<file path="src/rtl/lsu_axi_master_pkg.sv">
// rtl/lsu_axi_master_pkg.sv - shared types and constants for the LSU AXI master
// Contents: FSM state encoding, access size encoding, AXI response codes,
//           alignment check helper.
package lsu_axi_master_pkg;

  typedef enum logic [2:0] {
    ST_IDLE    = 3'd0,
    ST_RD_ADDR = 3'd1,
    ST_RD_DATA = 3'd2,
    ST_WR_REQ  = 3'd3,
    ST_WR_RESP = 3'd4,
    ST_DONE    = 3'd5
  } state_e;

  localparam logic [1:0] SZ_B = 2'd0;
  localparam logic [1:0] SZ_H = 2'd1;
  localparam logic [1:0] SZ_W = 2'd2;
  localparam logic [1:0] SZ_D = 2'd3;

  localparam logic [1:0] AXI_OKAY = 2'b00;

  // An access is misaligned when any offset bit below its natural size is set.
  function automatic logic is_misaligned(input logic [1:0] size, input logic [2:0] off);
    case (size)
      SZ_H:    return off[0];
      SZ_W:    return |off[1:0];
      SZ_D:    return |off;
      default: return 1'b0;
    endcase
  endfunction

endpackage

</file>
<file path="src/rtl/lsu_lane_align.sv">
// rtl/lsu_lane_align.sv - byte-lane steering for a 64-bit data bus
// Purely combinational.
// Ports: size/off/is_unsigned describe the access; wdata (right-aligned) ->
//        strb + wdata_lane; rdata (bus lanes) -> rdata_ext (right-aligned, extended).
module lsu_lane_align
  import lsu_axi_master_pkg::*;
(
  input  logic [1:0]  size,
  input  logic [2:0]  off,
  input  logic        is_unsigned,
  input  logic [63:0] wdata,
  input  logic [63:0] rdata,
  output logic [7:0]  strb,
  output logic [63:0] wdata_lane,
  output logic [63:0] rdata_ext
);

  logic [7:0]  strb_base;
  logic [63:0] rshift;
  logic [5:0]  bit_off;

  assign bit_off = {off, 3'b000};
  assign rshift  = rdata >> bit_off;

  always_comb begin
    strb_base = 8'hFF;
    rdata_ext = rshift;
    case (size)
      SZ_B: begin
        strb_base = 8'h01;
        rdata_ext = {{56{~is_unsigned & rshift[7]}}, rshift[7:0]};
      end
      SZ_H: begin
        strb_base = 8'h03;
        rdata_ext = {{48{~is_unsigned & rshift[15]}}, rshift[15:0]};
      end
      SZ_W: begin
        strb_base = 8'h0F;
        rdata_ext = {{32{~is_unsigned & rshift[31]}}, rshift[31:0]};
      end
      default: begin
        strb_base = 8'hFF;
        rdata_ext = rshift;
      end
    endcase
  end

  assign strb       = strb_base << off;
  assign wdata_lane = wdata << bit_off;

endmodule

</file>
<file path="src/rtl/lsu_axi_master.sv">
// rtl/lsu_axi_master.sv - single-outstanding AXI4-Lite initiator for LSU loads/stores
// Ports: clk/rst (sync, active-high); LSU request (req_*) with req_ready high only
//        when idle; one-cycle completion (resp_*); AXI AW/W/B and AR/R channels
//        toward the data SRAM. All outputs except req_ready are registered.
module lsu_axi_master
  import lsu_axi_master_pkg::*;
#(
  parameter int AXI_DATA_WIDTH = 64,
  parameter int AXI_ADDR_WIDTH = 64
) (
  input  logic                        clk,
  input  logic                        rst,
  input  logic                        req_valid,
  output logic                        req_ready,
  input  logic                        req_we,
  input  logic [AXI_ADDR_WIDTH-1:0]   req_addr,
  input  logic [1:0]                  req_size,
  input  logic                        req_unsigned,
  input  logic [63:0]                 req_wdata,
  output logic                        resp_valid,
  output logic [63:0]                 resp_rdata,
  output logic                        resp_err,
  output logic                        axi_aw_valid,
  input  logic                        axi_aw_ready,
  output logic [AXI_ADDR_WIDTH-1:0]   axi_aw_addr,
  output logic                        axi_w_valid,
  input  logic                        axi_w_ready,
  output logic [AXI_DATA_WIDTH-1:0]   axi_w_data,
  output logic [AXI_DATA_WIDTH/8-1:0] axi_w_strb,
  input  logic                        axi_b_valid,
  output logic                        axi_b_ready,
  input  logic [1:0]                  axi_b_resp,
  output logic                        axi_ar_valid,
  input  logic                        axi_ar_ready,
  output logic [AXI_ADDR_WIDTH-1:0]   axi_ar_addr,
  input  logic                        axi_r_valid,
  output logic                        axi_r_ready,
  input  logic [1:0]                  axi_r_resp,
  input  logic [AXI_DATA_WIDTH-1:0]   axi_r_data
);

  state_e                      state_q, state_d;
  logic [2:0]                  off_q, off_d;
  logic [1:0]                  size_q, size_d;
  logic                        uns_q, uns_d;
  logic                        aw_done_q, aw_done_d;
  logic                        w_done_q, w_done_d;
  logic                        ar_valid_q, ar_valid_d;
  logic [AXI_ADDR_WIDTH-1:0]   ar_addr_q, ar_addr_d;
  logic                        r_ready_q, r_ready_d;
  logic                        aw_valid_q, aw_valid_d;
  logic [AXI_ADDR_WIDTH-1:0]   aw_addr_q, aw_addr_d;
  logic                        w_valid_q, w_valid_d;
  logic [AXI_DATA_WIDTH-1:0]   w_data_q, w_data_d;
  logic [AXI_DATA_WIDTH/8-1:0] w_strb_q, w_strb_d;
  logic                        b_ready_q, b_ready_d;
  logic                        resp_valid_q, resp_valid_d;
  logic [63:0]                 resp_rdata_q, resp_rdata_d;
  logic                        resp_err_q, resp_err_d;

  logic                        idle;
  logic [1:0]                  al_size;
  logic [2:0]                  al_off;
  logic                        al_uns;
  logic [7:0]                  al_strb;
  logic [63:0]                 al_wdata;
  logic [63:0]                 al_rdata;
  logic [AXI_ADDR_WIDTH-1:0]   req_addr_aligned;

  assign idle             = (state_q == ST_IDLE);
  assign req_ready        = idle;
  assign req_addr_aligned = {req_addr[AXI_ADDR_WIDTH-1:3], 3'b000};

  // In IDLE the aligner sees the incoming request so W data/strobes can be
  // registered on the accept edge; afterwards it sees the latched load attributes.
  assign al_size = idle ? req_size     : size_q;
  assign al_off  = idle ? req_addr[2:0] : off_q;
  assign al_uns  = idle ? req_unsigned : uns_q;

  lsu_lane_align u_lane_align (
    .size        (al_size),
    .off         (al_off),
    .is_unsigned (al_uns),
    .wdata       (req_wdata),
    .rdata       (axi_r_data),
    .strb        (al_strb),
    .wdata_lane  (al_wdata),
    .rdata_ext   (al_rdata)
  );

  always_comb begin
    state_d      = state_q;
    off_d        = off_q;
    size_d       = size_q;
    uns_d        = uns_q;
    aw_done_d    = aw_done_q;
    w_done_d     = w_done_q;
    ar_valid_d   = ar_valid_q;
    ar_addr_d    = ar_addr_q;
    r_ready_d    = r_ready_q;
    aw_valid_d   = aw_valid_q;
    aw_addr_d    = aw_addr_q;
    w_valid_d    = w_valid_q;
    w_data_d     = w_data_q;
    w_strb_d     = w_strb_q;
    b_ready_d    = b_ready_q;
    resp_valid_d = resp_valid_q;
    resp_rdata_d = resp_rdata_q;
    resp_err_d   = resp_err_q;

    case (state_q)
      ST_IDLE: begin
        if (req_valid && req_ready) begin
          off_d        = req_addr[2:0];
          size_d       = req_size;
          uns_d        = req_unsigned;
          resp_rdata_d = '0;
          resp_err_d   = 1'b0;
          if (is_misaligned(req_size, req_addr[2:0])) begin
            resp_err_d   = 1'b1;
            resp_valid_d = 1'b1;
            state_d      = ST_DONE;
          end else if (req_we) begin
            aw_valid_d = 1'b1;
            aw_addr_d  = req_addr_aligned;
            w_valid_d  = 1'b1;
            w_data_d   = al_wdata;
            w_strb_d   = al_strb;
            aw_done_d  = 1'b0;
            w_done_d   = 1'b0;
            state_d    = ST_WR_REQ;
          end else begin
            ar_valid_d = 1'b1;
            ar_addr_d  = req_addr_aligned;
            state_d    = ST_RD_ADDR;
          end
        end
      end
      ST_RD_ADDR: begin
        if (axi_ar_ready) begin
          ar_valid_d = 1'b0;
          r_ready_d  = 1'b1;
          state_d    = ST_RD_DATA;
        end
      end
      ST_RD_DATA: begin
        if (axi_r_valid) begin
          r_ready_d    = 1'b0;
          resp_valid_d = 1'b1;
          resp_err_d   = (axi_r_resp != AXI_OKAY);
          resp_rdata_d = (axi_r_resp != AXI_OKAY) ? '0 : al_rdata;
          state_d      = ST_DONE;
        end
      end
      ST_WR_REQ: begin
        // AW and W complete independently; either order or both together.
        if (aw_valid_q && axi_aw_ready) begin
          aw_valid_d = 1'b0;
          aw_done_d  = 1'b1;
        end
        if (w_valid_q && axi_w_ready) begin
          w_valid_d = 1'b0;
          w_done_d  = 1'b1;
        end
        if (aw_done_d && w_done_d) begin
          b_ready_d = 1'b1;
          state_d   = ST_WR_RESP;
        end
      end
      ST_WR_RESP: begin
        if (axi_b_valid) begin
          b_ready_d    = 1'b0;
          resp_valid_d = 1'b1;
          resp_err_d   = (axi_b_resp != AXI_OKAY);
          resp_rdata_d = '0;
          state_d      = ST_DONE;
        end
      end
      ST_DONE: begin
        resp_valid_d = 1'b0;
        resp_rdata_d = '0;
        resp_err_d   = 1'b0;
        state_d      = ST_IDLE;
      end
      default: state_d = ST_IDLE;
    endcase
  end

  always_ff @(posedge clk) begin
    if (rst) begin
      state_q      <= ST_IDLE;
      off_q        <= '0;
      size_q       <= '0;
      uns_q        <= 1'b0;
      aw_done_q    <= 1'b0;
      w_done_q     <= 1'b0;
      ar_valid_q   <= 1'b0;
      ar_addr_q    <= '0;
      r_ready_q    <= 1'b0;
      aw_valid_q   <= 1'b0;
      aw_addr_q    <= '0;
      w_valid_q    <= 1'b0;
      w_data_q     <= '0;
      w_strb_q     <= '0;
      b_ready_q    <= 1'b0;
      resp_valid_q <= 1'b0;
      resp_rdata_q <= '0;
      resp_err_q   <= 1'b0;
    end else begin
      state_q      <= state_d;
      off_q        <= off_d;
      size_q       <= size_d;
      uns_q        <= uns_d;
      aw_done_q    <= aw_done_d;
      w_done_q     <= w_done_d;
      ar_valid_q   <= ar_valid_d;
      ar_addr_q    <= ar_addr_d;
      r_ready_q    <= r_ready_d;
      aw_valid_q   <= aw_valid_d;
      aw_addr_q    <= aw_addr_d;
      w_valid_q    <= w_valid_d;
      w_data_q     <= w_data_d;
      w_strb_q     <= w_strb_d;
      b_ready_q    <= b_ready_d;
      resp_valid_q <= resp_valid_d;
      resp_rdata_q <= resp_rdata_d;
      resp_err_q   <= resp_err_d;
    end
  end

  assign axi_ar_valid = ar_valid_q;
  assign axi_ar_addr  = ar_addr_q;
  assign axi_r_ready  = r_ready_q;
  assign axi_aw_valid = aw_valid_q;
  assign axi_aw_addr  = aw_addr_q;
  assign axi_w_valid  = w_valid_q;
  assign axi_w_data   = w_data_q;
  assign axi_w_strb   = w_strb_q;
  assign axi_b_ready  = b_ready_q;
  assign resp_valid   = resp_valid_q;
  assign resp_rdata   = resp_rdata_q;
  assign resp_err     = resp_err_q;

endmodule

</file>
<file path="config.mk">
export PLATFORM = sky130hd
export DESIGN_NAME = lsu_axi_master
export DESIGN_NICKNAME = d
export VERILOG_FILES = /design/src/rtl/lsu_axi_master_pkg.sv /design/src/rtl/lsu_lane_align.sv /design/src/rtl/lsu_axi_master.sv
export SDC_FILE = /design/constraint.sdc
export NUM_CORES = 1
export LEC_CHECK = 0
export ABC_CLOCK_PERIOD_IN_PS = 3100
export BUFFER_PORTS_ARGS = -buffer_cell sky130_fd_sc_hd__buf_2
export CORE_UTILIZATION = 45
export CTS_BUF_LIST = sky130_fd_sc_hd__clkbuf_2
export DETAILED_ROUTE_END_ITERATION = 8
export HOLD_SLACK_MARGIN = 0.03
export PLACE_DENSITY = 0.77
export SLEW_MARGIN = 20
export SYNTH_ARGS = -nofsm -noshare
export SYNTH_HDL_FRONTEND = slang
export SYNTH_HIERARCHICAL = 1
export SYNTH_SLANG_ARGS = --single-unit
</file>
<file path="constraint.sdc">
create_clock -name clk -period 3.1 [get_ports clk]
set_input_delay 0.62 -clock clk [delete_from_list [all_inputs] [get_ports clk]]
set_output_delay 0.62 -clock clk [all_outputs]
set_load 0.01 [all_outputs]
</file>
Yosys cells after proc, flatten, opt, wreduce, memory -nomap -nowiden. Cells that the tools add are included.

Equal/unequal tests: 21. Bitwise gates (word level): 6. Muxes and demuxes: 58. Shifts and indexed selects: 3. Reduce and logical (&&, ||, !) cells: 27.

Operator list (number): 64-bit 2-to-1 mux (4); 64-bit one-hot mux with 4 select lines (1); 64-bit one-hot mux with 3 select lines (1); 64-bit by 6-bit left shift with 64-bit output (1); 64-bit by 6-bit right shift with 64-bit output (1); 1-bit 2-to-1 mux (31); 5-bit AND reduction (5); 8-bit one-hot mux with 3 select lines (1); 3-bit 2-to-1 mux (7); 2-bit != test, second input constant (8); 4-bit AND reduction (4); 3-bit one-hot mux with 5 select lines (1); 1-bit one-hot mux with 2 select lines (7); 2-bit nonzero test (6); 1-bit one-hot mux with 4 select lines (2); 8-bit by 3-bit left shift with 8-bit output (1); 2-bit == test, second input constant (3); 3-bit by 2-bit == test with 1-bit output, second input constant (2); 3-bit == test, second input constant (2); 2-bit by 1-bit != test with 1-bit output, second input constant (3); 3-bit AND reduction (2); 2-bit by 1-bit == test with 1-bit output, second input constant (2); 1-bit logical AND (4); 2-bit 2-to-1 mux (2); 10 further kinds (14).

Input port bits: 208. Logic and storage cells: 133. Register bits after elaboration: 276. Output and inout port bits: 272.

Logic depth before layout (Yosys ltp). Gate-level depths: netlist of run 1.

Word-level depth: 8. Gate-level depth with buffers: 13.

By module. Netlist of run 1, hierarchy kept.

By module, submodules not included: lsu_axi_master (seq. area each 5525.3 sq um, cells each 1281, area each 10621.4 sq um, times used 1); lsu_lane_align (seq. area each 0.0 sq um, cells each 601, area each 4540.6 sq um, times used 1).

Worst setup path after synthesis of run 1. No wires, ideal clock.

Path kind: register to register. Start point: register state_q[2]. End point: register resp_rdata_q[6], in the netlist resp_rdata[6]. Path slack: 218 ps. Path buffers: 3. Setup time: 132 ps. Stages on the path, launching flop included: 11. Required time: 2968 ps. Period minus slack after synthesis: 2882 ps. Arrival: 2750 ps. Cells stage by stage: dfxtp_1 clkbuf_1 nor3_2 mux2_2 buf_6 buf_6 mux2_1 mux2_2 mux2_4 o211ai_1 a21oi_1.

Word-level cells in the longest chain between the ends: 7.

RTL lines: start: declaration (line lsu_axi_master.sv:42) `state_e state_q, state_d;`; start signal: assignment (line lsu_axi_master.sv:210) `state_q <= state_d;`; 3-bit zero test (line lsu_axi_master.sv:70) `assign idle = (state_q == ST_IDLE);`; net req_ready (line lsu_axi_master.sv:14) `output logic req_ready,`; 3-bit 2-to-1 mux (line lsu_axi_master.sv:77) `assign al_off = idle ? req_addr[2:0] : off_q;`; net al_off[0] (line lsu_axi_master.sv:63) `logic [2:0] al_off;`; 64-bit by 6-bit right shift with 64-bit output (line lsu_lane_align.sv:23) `assign rshift = rdata >> bit_off;`; 64-bit one-hot mux with 3 select lines (line lsu_lane_align.sv:28) `case (size)`; net al_rdata[6] (line lsu_axi_master.sv:67) `logic [63:0] al_rdata;`; 64-bit 2-to-1 mux (line lsu_axi_master.sv:151) `resp_rdata_d = (axi_r_resp != AXI_OKAY) ? '0 : al_rdata;`; 64-bit 2-to-1 mux (line lsu_axi_master.sv:147) `if (axi_r_valid) begin`; 64-bit one-hot mux with 4 select lines (line lsu_axi_master.sv:111) `case (state_q)`; end signal: assignment (line lsu_axi_master.sv:226) `resp_rdata_q <= resp_rdata_d;`; end: declaration (line lsu_axi_master.sv:58) `logic [63:0] resp_rdata_q, resp_rdata_d;`.

The timed path passes the listed nets, and every way through them passes these cells. The select of a mux whose other input is x is not followed. A chain may end at the register's enable or synchronous reset.

Final worst setup path of run 1.
Start point: register state_q[2]. End point: register resp_rdata_q[37], in the netlist resp_rdata[37].

Word-level cells in the longest chain between the ends: 8.

RTL lines (line): 3-bit zero test * (lsu_axi_master.sv:70); 3-bit 2-to-1 mux * (lsu_axi_master.sv:77); net al_off[1] (lsu_axi_master.sv:63); 64-bit by 6-bit right shift with 64-bit output * (lsu_lane_align.sv:23); 1-bit bitwise AND, on equally long branches (lsu_lane_align.sv:39, lsu_lane_align.sv:31, lsu_lane_align.sv:35); 64-bit one-hot mux with 3 select lines * (lsu_lane_align.sv:28); net al_rdata[37] (lsu_axi_master.sv:67); 64-bit 2-to-1 mux * (lsu_axi_master.sv:151); 64-bit 2-to-1 mux * (lsu_axi_master.sv:147); 64-bit one-hot mux with 4 select lines * (lsu_axi_master.sv:111).

Mark *: on every way through the listed nets, which the timed path passes. The rest lies on a longest branch. The select of a mux whose other input is x is not followed.

==> flow_summary.ini, run 1 <==
[run_status]
status = completed

[clocking]
cts.sinks = 276
clk_latency_ps = 1010
tritoncts = built
root_buffer = clkbuf_2
cts_buffers = 75
cts_buffer_depth = 3
cts_resized = 0
htree_levels = 3
clk_pin_slew_ps = 110

[setup_path]
path_cells = nor3_2 -> buf_4 -> mux2_4 -> buf_4 -> mux2i_1 -> nand2_1 -> nand4_1 -> buf_4 -> nand4_2 -> o211ai_1 -> a21oi_1
crit_path_top_delay_cell = buf_4
max_stage_delay_ps = 420
crit_buf_inv = 3
crit_type = register to register
critPathMaxFanout = 35
cpMostUsedCell = buf_4
arrival_ps = 3630
path_depth = 11
endpoint_kind = register
startpoint_type = register
r2r_cells = 11
crit_family = buffers and inverters
critPathRequiredTime_ps = 3940

[sta]
hold_viol_final = 0
slew_headroom_pct = 37.0
slew_violations = 0
fin_crit_sh_pct = 89.9
finalClockSkew_ps = 89.4
tightest_slew_ps = 940
setup_viol = 0
fmax_ghz = 0.359
min_period_ps = 2790
finalSetupTns_ps = 0
rsz0062_at_grt = no

[flow_run]
maxCapViolCount = 0

[finish]
nNetsFinal = 2576
multi_input_area_um2 = 8650
num-fill-cells = 3014
final_util_pct = 58.3
drive_above_1_share_pct = 33.3
seq_area_um2 = 5530
syn_to_final_growth_pct = 26.5

[power]
power_mw = 15.1
p_leak_nw = 7.99
p_per_area_nw_per_um2 = 785
ir_worst_vdd_mv = 0.543

[floorplan]
die_w_um = 186
start_util_pct = 46.1
rows = 66
die_h_um = 186
core-area_um2 = 32900
io_pins = 480
dieArea_um2 = 34400

[synth]
async_reset_ff_share_pct = 0
synth_edf_count = 0
synth_cells = 1882
synth_common_cells = nand2_1 (475), dfxtp_1 (276), a21oi_1 (240)
synth_top_cell_by_area = dfxtp_1
synth-main-ff-cell = dfxtp_1
netlist.area_leader.share_pct = 36.4
synth_area_leaders = dfxtp_1 (36%), nand2_1 (12%), a21oi_1 (7.9%)
ys_seq_area_share_pct = 36.4
synthMostInstantiatedCell = nand2_1
syn_area_um2 = 15200
avgSynthCellArea_um2 = 8.06
yosys_warnings = 6
synth_cell_types = 67
synth-seq-cells = 276

[grt]
grt.total_usage_pct = 31.8
antenna_found_initial = 12
grt_max_degree = 134
grt_pass1_vias = 15613
grt_pass1_wl_um = 85100
gr-total-overflow = 0

[drt]
postRouteAntennaNets = 0
drc = 0
routed_via_density = 5.76
drt_first_pass_iters = 6
first_iter_violations = 1379
avgRoutedWirePerCell_um = 20.0
wirelength_um = 57500
via_count = 16534

[placed_design]
routabilityCongestion = 0.942
dp.final_hpwl_um = 39700
portBuffers = 473

[min_path]
hold_path_class = input pin to register
hold_depth = 5
per-stage QoR:
| step | cell area (um2) | hold slack, ps | worst slack (ps) | instances |
|---|---|---|---|---|
| floorplan | 15200 | 434 | 218 | 1887 |
| global placement | 17700 | 439 | 391 | 2653 |
| detailed placement | 17700 | 445 | 357 | 2653 |
| CTS | 19100 | 30.8 | 358 | 2859 |
| global route | 19200 | 47.8 | 120 | 2864 |
| finish | 19200 | 110 | 313 | 2870 |
state kept, by name, indices dropped and copies added (netlist names), 2 cells and up:
register and flops:
axi_w_data 64, off_q 3, size_q 2, axi_ar_addr 61, resp_rdata 64, axi_w_strb 8
state_q 3, axi_aw_addr 61
report_power, final:
part	internal, mW	switching (mW)
Combinational	3.30	5.13
Sequential	3.79	0.133
Clock	1.08	1.62
cells by family after synthesis:
group,synth area share [%]
AND/OR/NAND/NOR,20.8
AO/OA/AOI/OAI,21.7
flip-flops,36.4
buffers and inverters,7.19
multiplexers,13.9
other,0.0247
final timing paths:
kind	start	endpoint	slack [ps]
max	state_q[2]	resp_rdata[37]	310
min	req_wdata[3]	axi_w_data[11]	110
max reg2reg	state_q[2]	resp_rdata[37]	310
min reg2reg	axi_aw_addr[9]	axi_aw_addr[9]	460
tightest hold or removal path: stages:
cell and delay [ps]:
buf_2 130, mux2i_1 130, nor2_1 50, nand2_1 50
a21oi_1 50
routing by layer:
metal / up-vias / GRT usage (%) / routed length (um)
met5: - / 0 / 27
met4: 4 / 18.5 / 3040
met3: 193 / 9.70 / 5240
met2: 871 / 50.8 / 27200
met1: 7854 / 37.7 / 22000
li1: 7612 / - / -
cells in the final DEF (no fill, tap or decap), types with 65 or more instances in the layout:
| master | count |
|---|---|
| nand2_1 | 474 |
| a21oi_1 | 239 |
| mux2i_1 | 103 |
| o211ai_1 | 74 |
| nor2_1 | 65 |
| nand3_1 | 71 |
| clkbuf_2 | 106 |
| buf_2 | 472 |
| dfxtp_1 | 276 |
| dlygate4sd3_1 | 80 |
what timing repair did:
item                                   4_1_cts  5_1_grt
setup endpoints to repair                    0        0
buffers inserted                             0        0
endpoints found under the hold margin      141        0
hold buffers                                80        0
area by class of cell:
cell class / count / share of cell area (%)
timing repair buffer: 598 / 19.4
sequential: 276 / 28.8
multi-input combinational: 1408 / 45.1
clock inverter: 20 / 0.731
tap: 442 / 2.88
clock buffer: 106 / 2.77
antenna: 11 / 0.144
inverter: 9 / 0.176
No activity file was read; power rests on OpenSTA's default activity.
==> run 2: changes to the inputs <==
Settings changed: ABC_AREA from default to 1, CORE_AREA from default to 2 2 188 190, CORE_UTILIZATION 45 to default, DIE_AREA from default to 0 0 190 192, PLACE_DENSITY 0.77 to 0.73.
==> run 2 against run 1 <==
Count of clock-buffer cells in the layout is 7 lower. Sequential share of layout area is 1.2 points higher. Via count is 1.5% higher. Synthesized cell count is 20% higher. Final cell count is 14% higher. Critical path type unchanged. Critical endpoint is now resp_rdata[50]. Largest cell class unchanged.
==> flow_summary.ini, run 2 <==
[sta]
hold_viol_final = 0
finalSetupTns_ps = 0
slew_headroom_pct = 52.2
finalClockSkew_ps = 47.6
rsz0062_at_grt = no
fmax_ghz = 0.350
tightest_slew_ps = 710
min_period_ps = 2850
setup_viol = 0
slew_violations = 0
fin_crit_sh_pct = 92.1

[synth]
synth-main-ff-cell = dfxtp_1
synth_cell_types = 33
synth-simple-area-share_pct = 31.9
synth_area_leaders = dfxtp_1 (38%), nor2_1 (17%), o21ai_0 (12%)
avgSynthCellArea_um2 = 6.39
synth_common_cells = nor2_1 (646), o21ai_0 (356), nand2_1 (337)
synth_top_family_by_area = simple AND/OR/NAND/NOR gates
netlist.area_leader.share_pct = 38.4
synthMuxAreaShare_pct = 1.88
yosys_warnings = 6
ys_seq_area_share_pct = 38.4
synth-seq-cells = 276
synth_cells = 2249
synthMostInstantiatedCell = nor2_1
synthAdderAreaFrac_pct = 0
synth_compound_area_share_pct = 17.1
synth_edf_count = 0
syn_area_um2 = 14400
synth_top_cell_by_area = dfxtp_1
async_reset_ff_share_pct = 0
synth_xor_area_share_pct = 0

[drt]
postRouteAntennaNets = 0
wirelength_um = 56600
avgRoutedWirePerCell_um = 17.3
drc = 0
drt_first_pass_iters = 6
routed_via_density = 5.14
via_count = 16776
first_iter_violations = 1509

[finish]
final_util_pct = 53.8
num-fill-cells = 3549
final_cell_mix = nor2_1 (645), buf_2 (473), o21ai_0 (351)
drive_above_1_share_pct = 23.6
nNetsFinal = 2955
final_area_um2 = 18400
final_common_cell = nor2_1
syn_to_final_growth_pct = 28.2

[min_path]
hold_path_class = input pin to register

[run_status]
status = completed

[floorplan]
die_h_um = 192
rows = 68
start_util_pct = 41.9
die_w_um = 190
io_pins = 480
core-area_um2 = 34300
dieArea_um2 = 36500

[setup_path]
crit_type = register to register
critPathMaxFanout = 40
crit_path_top_delay_cell = dfxtp_1
path_cells = nor2_4 -> nand2_2 -> inv_4 -> nand2_1 -> o21ai_4 -> inv_2 -> nand3_1 -> nand2_1 -> nand3_1 -> buf_12 -> nand4_1 -> inv_1 -> nor2_1 -> o21ai_0 -> nor2_1
arrival_ps = 3640
max_stage_delay_ps = 400
startpoint_type = register
endpoint_kind = register
critPathRequiredTime_ps = 3890

[clocking]
clk_pin_slew_ps = 100
root_buffer = clkbuf_2
cts.sinks = 276
htree_levels = 3
clk_latency_ps = 920
cts_buffers = 76
tritoncts = built
cts_buffer_depth = 3

[grt]
gr-total-overflow = 0
grt.total_usage_pct = 29.6
grt_max_degree = 107
grt_pass1_wl_um = 84500
grt_pass1_vias = 15286
antenna_found_initial = 23

[power]
p_leak_nw = 9.17
p_per_area_nw_per_um2 = 961
ir_worst_vdd_mv = 1.05

[placed_design]
portBuffers = 473
dp.final_hpwl_um = 40400
placed_cell_area_um2 = 16900
routabilityCongestion = 0.980

[flow_run]
maxCapViolCount = 0
==> run 2: cell families after synthesis <==
logic type / count (synthesis)
DFF: 276
and+or+nand+nor: 1145
buffers and inverters: 328
other: 1
AOI/OAI and AO/OA: 472
muxes: 27
==> run 2: worst max-delay path: cells and delay by family, from the launching register on <==
family	cells	cell delay [ps]
AO/OA/AOI/OAI	2	490
buffers and inverters	4	640
flip-flops	1	400
AND/OR/NAND/NOR	9	1170
==> run 2: per-layer routing <==
layer | GRT usage [%] | vias up | share of wire, %
met5 | 0 | - | 0.11
met4 | 13.7 | 10 | 3.5
li1 | - | 8265 | -
met1 | 37.5 | 7543 | 41
met2 | 46.3 | 838 | 45
met3 | 8.62 | 120 | 10
==> run 2: what timing repair did <==
action,CTS,global route
endpoints found under the setup margin,0,35
hold buffers,79,0
resized for setup,0,6
setup buffers,0,3
hold endpoints to repair,137,0
==> run 2: through the flow <==
step                setup slack, ps  hold WS (ps)  cells  total power [mW]
global route                   57.9           116   3256              19.2
finish                          246           140   3263              17.7
floorplan                       606           423   2254              11.6
detailed placement             27.7           434   3041              14.6
global placement               28.9           431   3041              14.6
CTS                            73.0          35.4   3238              17.5
==> run 2: report_power, final <==
part | leakage [nW] | switching (mW) | internal (mW)
Clock | 0.498 | 1.55 | 1.18
Combinational | 6.43 | 6.94 | 3.41
Sequential | 2.24 | 0.411 | 4.22
==> run 2: area by class of cell <==
class	instances	area (um2)	area share (%)
Sequential cell	276	5530	30.0
Tap cell	455	569	3.09
Timing Repair Buffer	594	3660	19.8
Clock inverter	19	180	0.977
Antenna cell	21	52.6	0.285
Clock buffer	99	495	2.69
Inverter	148	571	3.09
Multi-Input combinational cell	1651	7390	40.1
==> run 2: path summary, 6_finish.rpt <==
path                  from  slack [ps]             end  depth (start not counted)
min reg2reg       w_done_q         450        w_done_q                          2
max reg2reg     state_q[1]         250  resp_rdata[50]                         15
min          axi_r_resp[0]         140        resp_err                          6
max             state_q[1]         250  resp_rdata[50]                         15
==> run 3: changes to the inputs <==
Settings changed: ABC_CLOCK_PERIOD_IN_PS 3100 to default.
Clock period 3.1 ns to 3.7 ns, I/O delays scaled along.
==> run 3 against run 2 <==
Setup slack better by 180 ps. Wire length is 0.58% lower. Maximum frequency is 13% lower. Utilization is 1.1 points lower. Global-route usage hardly changed. Critical path depth is 2 higher. Count of clock-buffer cells in the layout is 2 higher. First-iteration DRC count is 3.1% lower. Sequential share of layout area is 0.65 points higher. Critical endpoint is now resp_rdata[20]. Largest cell class unchanged.
==> flow_summary.ini, run 3 (synthesis gave the netlist of run 2 again) <==
[clocking]
htree_levels = 3
clk_pin_slew_ps = 100
cts.sinks = 276
cts_resized = 0
tritoncts = built
clk_latency_ps = 970
cts_buffer_depth = 3
root_buffer = clkbuf_2
cts_buffers = 77

[sta]
finalClockSkew_ps = 50.5
fin_crit_sh_pct = 88.4
whs_ps = 135
min_period_ps = 3270
slew_headroom_pct = 30.3
rsz0062_at_grt = no
hold_viol_final = 0
slew_violations = 0
fmax_ghz = 0.306
finalSetupTns_ps = 0
setup_viol = 0
tightest_slew_ps = 1030

[setup_path]
cpMostUsedCell = nand2_1
critPathMaxFanout = 30
endpoint_kind = register
startpoint_type = register
r2r_cells = 17
max_stage_delay_ps = 380
crit_path_top_delay_cell = dfxtp_1
crit_end = resp_rdata[20]
reg2reg_to = resp_rdata[20]
critPathRequiredTime_ps = 4550
rrSetupSlack_ps = 430
crit_type = register to register
path_cells = nor2_4 -> nand2_2 -> inv_2 -> nand2_1 -> o21ai_4 -> clkinv_2 -> nor2_2 -> nand2_1 -> nand3_1 -> nand3_1 -> nand2_1 -> nand2_2 -> nand2_1 -> inv_1 -> nor2_1 -> o21ai_0 -> nor2_1
arrival_ps = 4120
r2r_start = state_q[1]
cp-startpoint = state_q[1]

[drt]
wl_met3_um = 5330
routed_via_density = 5.21
wl_met1_um = 23400
routed.top_layer = met5
drt_first_pass_iters = 8
drc = 0
avgRoutedWirePerCell_um = 17.4
wl_met2_um = 25400
first_iter_violations = 1462
wirelength_um = 56300
via_count = 16888
postRouteAntennaNets = 0

[placed_design]
portBuffers = 473
routabilityCongestion = 0.995
dp.final_hpwl_um = 40100

[floorplan]
io_pins = 480
die_h_um = 192
die_w_um = 190
dieArea_um2 = 36500
start_util_pct = 41.9
rows = 68
core-area_um2 = 34300

[grt]
antenna_found_initial = 21
grt_pass1_vias = 15423
grt_max_degree = 137
grt.total_usage_pct = 29.6
gr-total-overflow = 0
grt_pass1_wl_um = 84600

[finish]
syn_to_final_growth_pct = 25.5
drive_above_1_share_pct = 23.3
multi_input_area_um2 = 7380
final_util_pct = 52.6
final_cell_mix = nor2_1 (645), buf_2 (473), o21ai_0 (352)
nNetsFinal = 2932
num-fill-cells = 3591
seq_area_um2 = 5530
final_common_cell = nor2_1

[run_status]
status = completed

[flow_run]
maxCapViolCount = 0

[min_path]
hold_start = req_size[0]
hold_path_class = input pin to register

[power]
ir_worst_vdd_mv = 1.22
p_leak_nw = 9.00
p_per_area_nw_per_um2 = 797
[run 3: stage by stage]
step           area, um2  total power [mW]  setup slack, ps  instances
5_1_grt            18000              15.6              146       3237
6_report           18000              14.4              428       3241
3_5_place_dp       16700              12.0              523       3031
3_3_place_gp       16700              12.0              553       3031
4_1_cts            18000              14.3              473       3227
2_1_floorplan      14400              9.74             1210       2254
[run 3: layer usage]
layer	track usage, %	vias up
met2	46.4	818
li1	-	8213
met5	0	-
met3	8.30	135
met1	37.7	7708
met4	13.3	14
[run 3: worst min path at each step]
stage / to / slack (ps) / depth (start not counted)
after global routing: off_q[1] / 120 / 3
final: size_q[0] / 130 / 3
after global placement: w_done_q / 440 / 2
after detailed placement: uns_q / 450 / 2
after floorplan: w_done_q / 420 / 2
after CTS: size_q[0] / 40 / 3
[run 3: timing repair]
| item | CTS | global route |
|---|---|---|
| hold endpoints to repair | 124 | 0 |
| hold buffers | 69 | 0 |
| setup buffers | 0 | 0 |
| setup endpoints to repair | 0 | 0 |
[run 3: worst max-delay path: cells and delay by family, from the launching register on]
family / cells / cell delay [ps]
buf+inv: 3 / 680
simple gates: 12 / 1940
flops: 1 / 380
compound gates: 2 / 210
[run 3: cell type report]
class	instances	area share, %
Multi-Input combinational cell	1650	40.9
Sequential cell	276	30.6
Timing Repair Buffer	571	18.4
Tap cell	455	3.16
Inverter	148	3.14
Clock buffer	101	2.80
Clock inverter	26	0.770
Antenna cell	14	0.194
[run 3: power by group]
| group | internal [mW] | switching [mW] | total [mW] |
|---|---|---|---|
| combinational | 2.61 | 5.74 | 8.35 |
| sequential | 3.53 | 0.348 | 3.88 |
| clock | 0.812 | 1.34 | 2.15 |
| total | 6.95 | 7.42 | 14.4 |
